**config.mk**
```make
export PLATFORM = sky130hd
export DESIGN_NAME = tdc_hit_encoder
export DESIGN_NICKNAME = d
export VERILOG_FILES = /design/src/rtl/tdc_hit_encoder.sv
export SDC_FILE = /design/constraint.sdc
export NUM_CORES = 2
export LEC_CHECK = 0
export BUFFER_PORTS_ARGS = -buffer_cell sky130_fd_sc_hd__buf_2
export CAP_MARGIN = 15
export CORE_MARGIN = 10
export CORE_UTILIZATION = 58
export DETAILED_ROUTE_END_ITERATION = 6
export GPL_TIMING_DRIVEN = 0
export HOLD_SLACK_MARGIN = 0.06
export PLACE_DENSITY = 0.76
export SYNTH_ARGS = -nofsm -noshare
export SYNTH_HDL_FRONTEND = slang
export SYNTH_SLANG_ARGS = --single-unit
```
**constraint.sdc**
```tcl
create_clock -name clk_input -period 5.85 [get_ports clk_input]
set_clock_uncertainty 0.15 [all_clocks]
set_input_delay 0.2925 -clock clk_input [delete_from_list [all_inputs] [get_ports clk_input]]
set_output_delay 0.2925 -clock clk_input [all_outputs]
set_load 0.05 [all_outputs]
```
**src/rtl/tdc_hit_encoder.sv**
```systemverilog
// tdc_hit_encoder -- multi-channel tapped-delay-line TDC hit encoder.
//
// Each channel's raw taps pass through two flop stages (S1, S2). A hit is a
// rising edge on tap 0 seen between S2 and its one-cycle-delayed copy (P0).
// The fine code is taken from the S2 taps, masked to the runtime active_taps
// window. Each hit is stamped with the coarse counter value at the edge that
// loaded the launch into S1. The hit is parked in a one-entry per-channel
// pending register, and the lowest-index occupied pending entry moves into a
// shared output FIFO each cycle.
//
// Fine code select:
//   TDC_ONES_COUNT_EN defined   : number of 1s among the masked taps (tolerates bubbles)
//   TDC_ONES_COUNT_EN undefined : index of the first 0 among the masked taps,
//                                 or active_taps if there is none
//
// Ports:
//   clk_input      sole clock, rising edge
//   rst_n          async active-low reset
//   tap_input      raw taps; channel c at [c*TAPS +: TAPS], tap 0 = launch end
//   active_taps    taps used per channel (values above TAPS clamp to TAPS)
//   ch_enable      per-channel hit-detect enable
//   hit_valid/hit_ready                     FIFO head handshake
//   hit_channel/hit_coarse/hit_fine         FIFO head fields (0 while empty)
//   overflow_count saturating count of hits dropped on a busy pending register

module tdc_ch_lane #(
  parameter int TAPS     = 256,
  parameter int COARSE_W = 16,
  parameter int FW       = 9
) (
  input  logic                clk_input,
  input  logic                rst_n,
  input  logic [TAPS-1:0]     taps,
  input  logic [FW-1:0]       act_eff,
  input  logic                enable,
  input  logic                arm,
  input  logic [COARSE_W-1:0] stamp,
  input  logic                take,
  output logic                pend_vld,
  output logic [COARSE_W-1:0] pend_coarse,
  output logic [FW-1:0]       pend_fine,
  output logic                drop
);

  logic [TAPS-1:0] s1, s2, m;
  logic            p0;
  logic            det;
  logic [FW-1:0]   fine;

  always_ff @(posedge clk_input or negedge rst_n) begin
    if (!rst_n) begin
      s1 <= '0;
      s2 <= '0;
      p0 <= 1'b0;
    end else begin
      s1 <= taps;
      s2 <= s1;
      p0 <= s2[0];
    end
  end

  always_comb begin
    m = '0;
    for (int i = 0; i < TAPS; i++) m[i] = s2[i] & (FW'(i) < act_eff);
  end

`ifdef TDC_ONES_COUNT_EN
  always_comb begin
    fine = '0;
    for (int i = 0; i < TAPS; i++) fine = fine + FW'(m[i]);
  end
`else
  // Taps at or above act_eff are masked to 0, so the first zero never lies
  // beyond act_eff; TAPS is left only for a fully-lit full-length line.
  always_comb begin
    fine = FW'(TAPS);
    for (int i = TAPS - 1; i >= 0; i--) if (!m[i]) fine = FW'(i);
  end
`endif

  // Detection uses the raw tap 0, so active_taps = 0 still yields a hit (fine = 0).
  assign det  = enable & arm & s2[0] & ~p0;
  // A register being vacated this edge can take the new hit.
  assign drop = det & pend_vld & ~take;

  always_ff @(posedge clk_input or negedge rst_n) begin
    if (!rst_n) begin
      pend_vld    <= 1'b0;
      pend_coarse <= '0;
      pend_fine   <= '0;
    end else if (det && (!pend_vld || take)) begin
      pend_vld    <= 1'b1;
      pend_coarse <= stamp;
      pend_fine   <= fine;
    end else if (take) begin
      pend_vld    <= 1'b0;
    end
  end

endmodule

module tdc_hit_encoder #(
  parameter int NUM_CH     = 2,
  parameter int TAPS       = 256,
  parameter int COARSE_W   = 16,
  parameter int FIFO_DEPTH = 8
) (
  input  logic                                 clk_input,
  input  logic                                 rst_n,
  input  logic [NUM_CH*TAPS-1:0]               tap_input,
  input  logic [$clog2(TAPS+1)-1:0]            active_taps,
  input  logic [NUM_CH-1:0]                    ch_enable,
  output logic                                 hit_valid,
  input  logic                                 hit_ready,
  output logic [((NUM_CH>1)?$clog2(NUM_CH):1)-1:0] hit_channel,
  output logic [COARSE_W-1:0]                  hit_coarse,
  output logic [$clog2(TAPS+1)-1:0]            hit_fine,
  output logic [15:0]                          overflow_count
);

  localparam int FW      = $clog2(TAPS+1);
  localparam int CH_W    = (NUM_CH > 1) ? $clog2(NUM_CH) : 1;
  localparam int AW      = $clog2(FIFO_DEPTH);
  localparam int STAGES  = 3;

  typedef struct packed {
    logic [CH_W-1:0]     ch;
    logic [COARSE_W-1:0] coarse;
    logic [FW-1:0]       fine;
  } hit_t;

  logic [COARSE_W-1:0]             coarse_ctr, stamp;
  logic [STAGES-1:0]               vld_pipe;
  logic [FW-1:0]                   act_eff;
  logic [NUM_CH-1:0]               pend_vld, take, drop;
  logic [NUM_CH-1:0][COARSE_W-1:0] pend_coarse;
  logic [NUM_CH-1:0][FW-1:0]       pend_fine;
  logic [CH_W-1:0]                 sel;
  logic                            any_pend, push, pop, full, push_ok;
  logic [AW:0]                     wptr, rptr;
  hit_t                            mem [FIFO_DEPTH];
  hit_t                            head, wr_ent;
  logic [16:0]                     ndrop, ovf_sum;

  always_ff @(posedge clk_input or negedge rst_n) begin
    if (!rst_n) begin
      coarse_ctr <= '0;
      vld_pipe   <= '0;
    end else begin
      coarse_ctr <= coarse_ctr + 1'b1;
      vld_pipe   <= {vld_pipe[STAGES-2:0], 1'b1};
    end
  end

  // Detection happens two edges after the S1 load, so back the counter off by 2.
  assign stamp   = coarse_ctr - COARSE_W'(2);
  assign act_eff = (active_taps > FW'(TAPS)) ? FW'(TAPS) : active_taps;

  // P0 holds a real S2 sample only after three edges out of reset; until then a
  // line that was already lit during reset must not look like a fresh launch.
  for (genvar c = 0; c < NUM_CH; c++) begin : g_lane
    tdc_ch_lane #(.TAPS(TAPS), .COARSE_W(COARSE_W), .FW(FW)) u_lane (
      .clk_input   (clk_input),
      .rst_n       (rst_n),
      .taps        (tap_input[c*TAPS +: TAPS]),
      .act_eff     (act_eff),
      .enable      (ch_enable[c]),
      .arm         (vld_pipe[STAGES-1]),
      .stamp       (stamp),
      .take        (take[c]),
      .pend_vld    (pend_vld[c]),
      .pend_coarse (pend_coarse[c]),
      .pend_fine   (pend_fine[c]),
      .drop        (drop[c])
    );
  end

  assign full      = (wptr[AW] != rptr[AW]) && (wptr[AW-1:0] == rptr[AW-1:0]);
  assign hit_valid = (wptr != rptr);
  assign pop       = hit_valid & hit_ready;
  assign push_ok   = ~full | pop;

  // Fixed priority: lowest channel index wins the single FIFO write port.
  always_comb begin
    take     = '0;
    sel      = '0;
    any_pend = 1'b0;
    for (int c = 0; c < NUM_CH; c++) begin
      if (pend_vld[c] && !any_pend) begin
        any_pend = 1'b1;
        sel      = CH_W'(c);
        take[c]  = push_ok;
      end
    end
  end

  assign push          = any_pend & push_ok;
  assign wr_ent.ch     = sel;
  assign wr_ent.coarse = pend_coarse[sel];
  assign wr_ent.fine   = pend_fine[sel];

  always_ff @(posedge clk_input) begin
    if (push) mem[wptr[AW-1:0]] <= wr_ent;
  end

  always_ff @(posedge clk_input or negedge rst_n) begin
    if (!rst_n) begin
      wptr <= '0;
      rptr <= '0;
    end else begin
      if (push) wptr <= wptr + 1'b1;
      if (pop)  rptr <= rptr + 1'b1;
    end
  end

  // Storage is not reset, so gate the head fields to keep them 0 while empty.
  assign head        = mem[rptr[AW-1:0]];
  assign hit_channel = hit_valid ? head.ch     : '0;
  assign hit_coarse  = hit_valid ? head.coarse : '0;
  assign hit_fine    = hit_valid ? head.fine   : '0;

  always_comb begin
    ndrop = '0;
    for (int c = 0; c < NUM_CH; c++) ndrop = ndrop + 17'(drop[c]);
  end

  assign ovf_sum = {1'b0, overflow_count} + ndrop;

  always_ff @(posedge clk_input or negedge rst_n) begin
    if (!rst_n)          overflow_count <= '0;
    else if (ovf_sum[16]) overflow_count <= 16'hFFFF;
    else                 overflow_count <= ovf_sum[15:0];
  end

endmodule

```
==> results.md, run 1 <==
- The flow did not finish.
- It got as far as 5_1_grt and failed there.
- The first error in the log reads "[ERROR GRT-0232] Routing congestion too high. Check the congestion heatmap in the GUI".
- The pin count of the biggest net entering global routing is 143.
- For this run, the leading register cell type out of synthesis is sky130_fd_sc_hd__dfrtp_1.
- The standard cell area after detailed placement is 56,760 µm².
- Counting every sink on the clock net gives 1,329.
- The I/O pin count is 569.
- The H-tree was split into 3 levels.
- The post-CTS repair timing setup buffer count is 0.
- Routability-driven placement finished with a final weighted congestion of ~1.1.
- The die extent in y is 318.4 µm.
- After global-route timing repair, the worst endpoint was g_lane[0].u_lane.pend_fine[0]$_DFFE_PN0P_/D.
- Counting flops and latches in the post-synthesis netlist gives 1,329.
- Synthesis instantiated 98 different standard cells from the library.
- Clock tree synthesis selected as its root buffer the cell sky130_fd_sc_hd__clkbuf_16.
- The sequential-to-total area share from yosys stat is 66.42%.
- The Yosys warning count is 0.
- The number of clock buffers added by TritonCTS is 120.
- The wire-length estimate of the detail-placed layout is between 150,000 and 200,000 µm.
- The proportion of synthesized flip-flops having asynchronous set or reset is a little over four fifths.
- Measured along the x axis, the die boundary spans 318.4 µm.
- The initial utilization of the core area, before any placement, comes to 58.43%.
- The total nets after synthesis is around 4,600.
- Counting every instance in the synthesized netlist gives 4,077.
- The classification of the worst endpoint is a sequential cell input.
- Summing every instance area after synthesis gives a little over 50,000 µm².
- The longest clock path from root to sink contains 3 buffers.
- The global route total overflow is 8.
- The number of flops mapped to enable cells by yosys is 208.
- The average size of a mapped cell is 12.66 µm².
- Across every metal layer, demand over resource in global routing totals 67.68%.
- Once placement completed, the tool counted placed cells totaling 5,865.
- The site row count is 109.
- Input and output buffers added on the ports amount to roughly 570.
-- routing by layer --
layer	GRT overflow	track usage (%)
met1	0	65.49
met5	0	32.63
met4	5	61.00
met3	0	56.00
met2	3	85.40
-- logic make-up after synthesis --
kind of cell / Yosys count / synth area share [%]
AOI/OAI and AO/OA: 904 / 12.33
xor gates and xnor gates: 44 / 0.7463
adders and majority gates: 7 / 0.1842
buffers and inverters: 260 / 2.224
DFF: 1329 / 66.42
muxes: 106 / 3.380
other: 1 / 0.007263
and+or+nand+nor: 1426 / 14.70
-- repair_timing --
action,4_1_cts
hold buffers,776
gates cloned,0
endpoints found under the setup margin,2
resized for setup,2
endpoints found under the hold margin,801
pin swaps,0
-- synth_stat cells (13+ instances only) --
library cell	n	share of area, %
sky130_fd_sc_hd__and4_1	32	0.54
sky130_fd_sc_hd__edfxtp_1	208	12
sky130_fd_sc_hd__o21ai_0	199	1.9
sky130_fd_sc_hd__a21oi_1	131	1.3
sky130_fd_sc_hd__nand4b_1	14	0.24
sky130_fd_sc_hd__mux4_2	52	2.3
sky130_fd_sc_hd__or2_2	19	0.23
sky130_fd_sc_hd__o31ai_1	27	0.39
sky130_fd_sc_hd__o211a_1	15	0.29
sky130_fd_sc_hd__clkbuf_1	92	0.67
sky130_fd_sc_hd__nand2b_1	23	0.28
sky130_fd_sc_hd__nand3_1	255	2.5
sky130_fd_sc_hd__dfrtp_1	1121	54
sky130_fd_sc_hd__nor2b_1	21	0.25
sky130_fd_sc_hd__nor3_1	90	0.87
sky130_fd_sc_hd__mux2i_1	27	0.52
sky130_fd_sc_hd__buf_1	22	0.16
sky130_fd_sc_hd__nand2_1	343	2.5
sky130_fd_sc_hd__nor4_1	45	0.55
sky130_fd_sc_hd__o211ai_1	66	0.96
sky130_fd_sc_hd__buf_2	68	0.66
sky130_fd_sc_hd__and3_1	81	0.98
sky130_fd_sc_hd__nor4b_1	16	0.27
sky130_fd_sc_hd__or4_1	19	0.28
sky130_fd_sc_hd__a211o_1	16	0.27
sky130_fd_sc_hd__o41ai_1	17	0.29
sky130_fd_sc_hd__o2111ai_1	59	1.0
sky130_fd_sc_hd__inv_1	61	0.44
sky130_fd_sc_hd__xnor2_1	31	0.53
sky130_fd_sc_hd__a311oi_1	24	0.41
sky130_fd_sc_hd__nand4_1	133	1.6
sky130_fd_sc_hd__a41oi_1	24	0.41
sky130_fd_sc_hd__a2111oi_0	20	0.34
sky130_fd_sc_hd__a211oi_1	50	0.73
sky130_fd_sc_hd__a41o_1	14	0.27
sky130_fd_sc_hd__mux2_2	27	0.59
sky130_fd_sc_hd__and2_1	29	0.35
sky130_fd_sc_hd__or3_1	30	0.36
sky130_fd_sc_hd__nor2_1	203	1.5
sky130_fd_sc_hd__xor2_1	13	0.22
sky130_fd_sc_hd__o21a_1	14	0.20
sky130_fd_sc_hd__a31oi_1	67	0.81
-- through the flow --
stage | worst slack, ns | setup TNS [ns]
after floorplan | 1.049 | 0
after global placement | -17.38 | -
after detailed placement | -0.8774 | -3.850
after CTS | 0.2844 | 0
==> run 2: changes to the inputs <==
--- a/config.mk
+++ b/config.mk
@@ -8,11 +8,10 @@
 export BUFFER_PORTS_ARGS = -buffer_cell sky130_fd_sc_hd__buf_2
 export CAP_MARGIN = 15
 export CORE_MARGIN = 10
-export CORE_UTILIZATION = 58
+export CORE_UTILIZATION = 40
 export DETAILED_ROUTE_END_ITERATION = 6
 export GPL_TIMING_DRIVEN = 0
-export HOLD_SLACK_MARGIN = 0.06
-export PLACE_DENSITY = 0.76
+export PLACE_DENSITY_LB_ADDON = 0.15
 export SYNTH_ARGS = -nofsm -noshare
 export SYNTH_HDL_FRONTEND = slang
 export SYNTH_SLANG_ARGS = --single-unit
==> run 2 against run 1 <==
Compared with the run above: synthesized area is the same; the flow now finishes, with violations (setup timing); synthesized cell count stayed put.
==> results.md, run 2 <==
- Routability-driven placement finished with a final weighted congestion of 1.052.
- The starting density of the core is about two fifths.
- The count of final max-slew check failures was 0.
- Setup repair after global routing could not meet its margin everywhere.
- The count of different cell masters after synthesis is 98.
- STA classifies the critical path endpoint as a flop.
- The number of instances in the placed design is roughly 6,400.
- The number of global-route vias before repair is 46,820.
- Of the total synthesized cell area, the portion taken by AND, OR, NAND and NOR gates is between 10% and 20%.
- The most frequently used flop master after synthesis is sky130_fd_sc_hd__dfrtp_1.
- The sequential-to-total area share from yosys stat is 66.42%.
- After synthesis the netlist holds a flip-flop and latch count of between 1,000 and 1,500.
- After clock tree synthesis, the clock-pin slew on the worst setup and hold paths is around 0.060 ns.
- Of all nets on the critical path, the largest fanout is 10.
- The setup path with the least slack is of type input pin to flop.
- The final cell area excluding filler cells is 71,910 µm².
- The core area is around 130,000 µm².
- From bottom edge to top edge, the die measures 379.3 µm.
- The layout cell share with drive strength beyond 1 is 18.41%.
- Timing would allow up to 0.1625 GHz.
- For this design the static power due to leakage is approximately 0.030 µW.
- The data required time of the worst path is about 6.4 ns.
- The global route total overflow is 0.
- Data arrives at the worst endpoint at 6.65 ns.
- Synthesis handed over a netlist of 4,077 instances.
- Of all flip-flops after synthesis, the portion carrying an async set or reset was 84.35%.
- The kind of launch point of the worst setup path is an input pin.
- The HPWL after detailed placement is 190,800 µm.
- Counting instances in the post-synthesis netlist gives the leading cell types as sky130_fd_sc_hd__dfrtp_1 (1,121), sky130_fd_sc_hd__nand2_1 (343), sky130_fd_sc_hd__nand3_1 (255).
- At the later pin of the worst-skew pair, clock insertion delay measures 0.79 ns.
- The total number of vias is 45,440.
- The class of the tightest hold or removal check is input pin to flop.
- In this run, CTS created clock tree buffers numbering ~140.
- VDD sags by at most about 310 µV.
- The root buffer cell is sky130_fd_sc_hd__clkbuf_16.
- The I/O pin count is 569.
- The count of buffers added on input and output ports is 565.
- The DRC violation count after routing is 0.
- Setup violations remaining at the end of the flow were counted as 7.
- Yosys printed 0 warnings.
- At the pin with the least slew margin, the transition time is ~1.4 ns.
- The fraction of synthesized cell area in xor and xnor cells is 0.7463%.
- The number of hold-slack violations in the final timing report came to 0.
- Entering global routing, the biggest net connects 175 pins.
- The final reports fail on setup timing.
- Measured along the x axis, the die boundary spans 379.3 µm.
- After the first detailed-routing iteration, the DRC count stood at between 5,000 and 6,000.
- The flow ran to the end, but the final reports show violations.
- The adder and majority gate portion of the synthesized area is less than 1%.
- The area of the die is 143,900 µm².
- The CTS sink count is approximately 1,300.
- The tool flagged a number of max-cap violations equal to 0.
- Dividing the synthesized area by the synthesized cell count gives 12.66 µm².
- The site row count is roughly 130.
- After detailed routing, the average wire length per cell comes to roughly 34 µm.
- OpenSTA, run right after detailed placement, puts the worst setup slack at -0.6448 ns.
- The worst pin sits at a relative slew slack of 4.222%.
- The total negative slack is -1.257 ns.
- The shortest period the worst path allows is 6.154 ns.
- TritonCTS built the clock tree.
- The completed layout was analyzed and its total power is roughly 23,000 µW.
- Summing the areas of all compound-gate instances in the mapped netlist gives 12.33% of the synthesized area.
- Dividing total power by cell area gives a power density of ~320 nW/µm².
- The leading cell type in the layout, fill and taps excluded is sky130_fd_sc_hd__dfrtp_1.
- The standard cell area after detailed placement is 57,450 µm².
- Of all cell types, the one taking the most synthesized area is sky130_fd_sc_hd__dfrtp_1.
- The first-pass GRT wire length is 356,100 µm.
- When the netlist entered floorplanning its net count stood at 4,610.
- The post-detailed-routing wire length is 255,000 µm.
- No sink is reached through more buffers than the 3 on the longest clock path.
- The number of antenna violations at the first check in global routing came to 29.
- Using the TritonRoute via totals, the vias-per-cell ratio works out to roughly 6.
- The remaining antenna violation count after routing is 0.
- In this run the cell area of the synthesized design comes to ~52,000 µm².
- In this run the biggest area consumer among cell types represents 54.33% of the synthesized area.
- The fraction of synthesized area in multiplexers is 3.380%.
- The combinational family with the most area after synthesis is simple AND/OR/NAND/NOR gates.
- Leaving out fill and tap cells, the most frequent cells in the layout are sky130_fd_sc_hd__dfrtp_1 (1,121), sky130_fd_sc_hd__dlygate4sd3_1 (981), sky130_fd_sc_hd__buf_2 (642).
- The number of iterations in the first detailed-routing pass is 6.
- The count of H-tree levels built during CTS is 4.
- sky130_fd_sc_hd__dfrtp_1 is the most common cell in the netlist.
- The total global-route track usage is 35.05%.
- Sorting the synthesized cells by area gives the leading types as sky130_fd_sc_hd__dfrtp_1 (54%), sky130_fd_sc_hd__edfxtp_1 (12%), sky130_fd_sc_hd__nand2_1 (2.5%), sky130_fd_sc_hd__nand3_1 (2.5%), sky130_fd_sc_hd__mux4_2 (2.3%).
- In this run the post-CTS setup repair buffer count came out at 0.
- Setup slack on the critical path of the routed design comes to -0.3036 ns.
- Relative to the synthesized area, the layout overhead comes to 39.28%.
- Yosys mapped a number of flops with a built-in enable equal to roughly 210.
- The net count of the finished layout is 6,366.
- The filler-free cell count of the finished design is 7,607.
- The portion of the clock cycle consumed by the worst path in the final layout is 105.2%.
run 2: timing repair:
action | 4_1_cts | 5_1_grt
hold buffers | 982 | 0
endpoints found under the hold margin | 908 | 0
gates resized for setup | 0 | 4
setup endpoints to repair | 0 | 2
run 2: kinds of logic (layout without fill, tap and decap cells):
kind of cell	after synthesis	after routing
DFF	1329	1329
muxes	106	106
and+or+nand+nor	1426	1426
AOI/OAI and AO/OA	904	904
buffers and inverters	260	2116
other	1	13
xor gates and xnor gates	44	44
adders and majority gates	7	7
run 2: path summary, 6_finish.rpt:
| kind | cells past startpoint | start | slack (ns) | endpoint |
|---|---|---|---|---|
| setup / recovery | 14 | active_taps[8] | -0.30 | g_lane[1].u_lane.pend_fine[3] |
| hold / removal | 2 | tap_input[95] | 0.05 | g_lane[0].u_lane.s1[95] |
| setup reg to reg | 16 | rptr[1] | 1.27 | overflow_count[0] |
| hold reg to reg | 0 | g_lane[1].u_lane.s1[117] | 0.17 | g_lane[1].u_lane.s2[117] |
| max in group asynchronous | 6 | rst_n | 2.95 | overflow_count[5] |
| min in group asynchronous | 4 | rst_n | 0.59 | g_lane[0].u_lane.s1[161] |
run 2: area by class of cell:
type / instances / area (µm²)
diodes: 12 / 30.03
plain buffers: 199 / 920.9
clock buffers: 192 / 3836
clock inverters: 46 / 688.2
fillers: 10420 / 55930
inverters: 61 / 229.0
multi-input cells: 2488 / 16310
flip-flops and latches: 1329 / 34300
well taps: 1662 / 2079
repair buffers: 1618 / 13520
run 2: worst max-delay path, stage by stage:
cell and delay (ns):
sky130_fd_sc_hd__buf_2 0.14, sky130_fd_sc_hd__buf_6 0.16, sky130_fd_sc_hd__nand2b_1 0.11, sky130_fd_sc_hd__clkbuf_1 0.71, sky130_fd_sc_hd__clkbuf_1 0.79, sky130_fd_sc_hd__clkbuf_1 1.04, sky130_fd_sc_hd__o21ai_0 0.56, sky130_fd_sc_hd__nor4b_1 0.32
sky130_fd_sc_hd__nand3_1 0.27, sky130_fd_sc_hd__nor2_1 0.10, sky130_fd_sc_hd__a211oi_1 0.77, sky130_fd_sc_hd__o221ai_1 0.52, sky130_fd_sc_hd__a221o_1 0.53, sky130_fd_sc_hd__o21ai_0 0.29
run 2: metrics by stage:
step,hold slack [ns],utilization (%)
2_1_floorplan,-0.1531,-
4_1_cts,0.0001971,56.18
3_5_place_dp,0.1260,44.94
6_report,0.04532,56.25
3_3_place_gp,0.1826,44.23
5_1_grt,0.01745,56.24
run 2: where the power goes:
group	leakage, µW	total [µW]	internal, µW	switching (µW)
combinational	0.0125	4160	1540	2630
sequential	0.0151	10300	9900	367
clock	0.00219	8790	5110	3680
run 2: per-layer routing:
metal	GRT usage [%]	up-vias	wire [µm]
li1	-	18950	-
met1	44.75	23120	99720
met2	55.24	2727	117000
met3	9.836	631	24310
met4	16.35	14	13900
met5	0	-	96
Power figures use the tool's default switching activity.
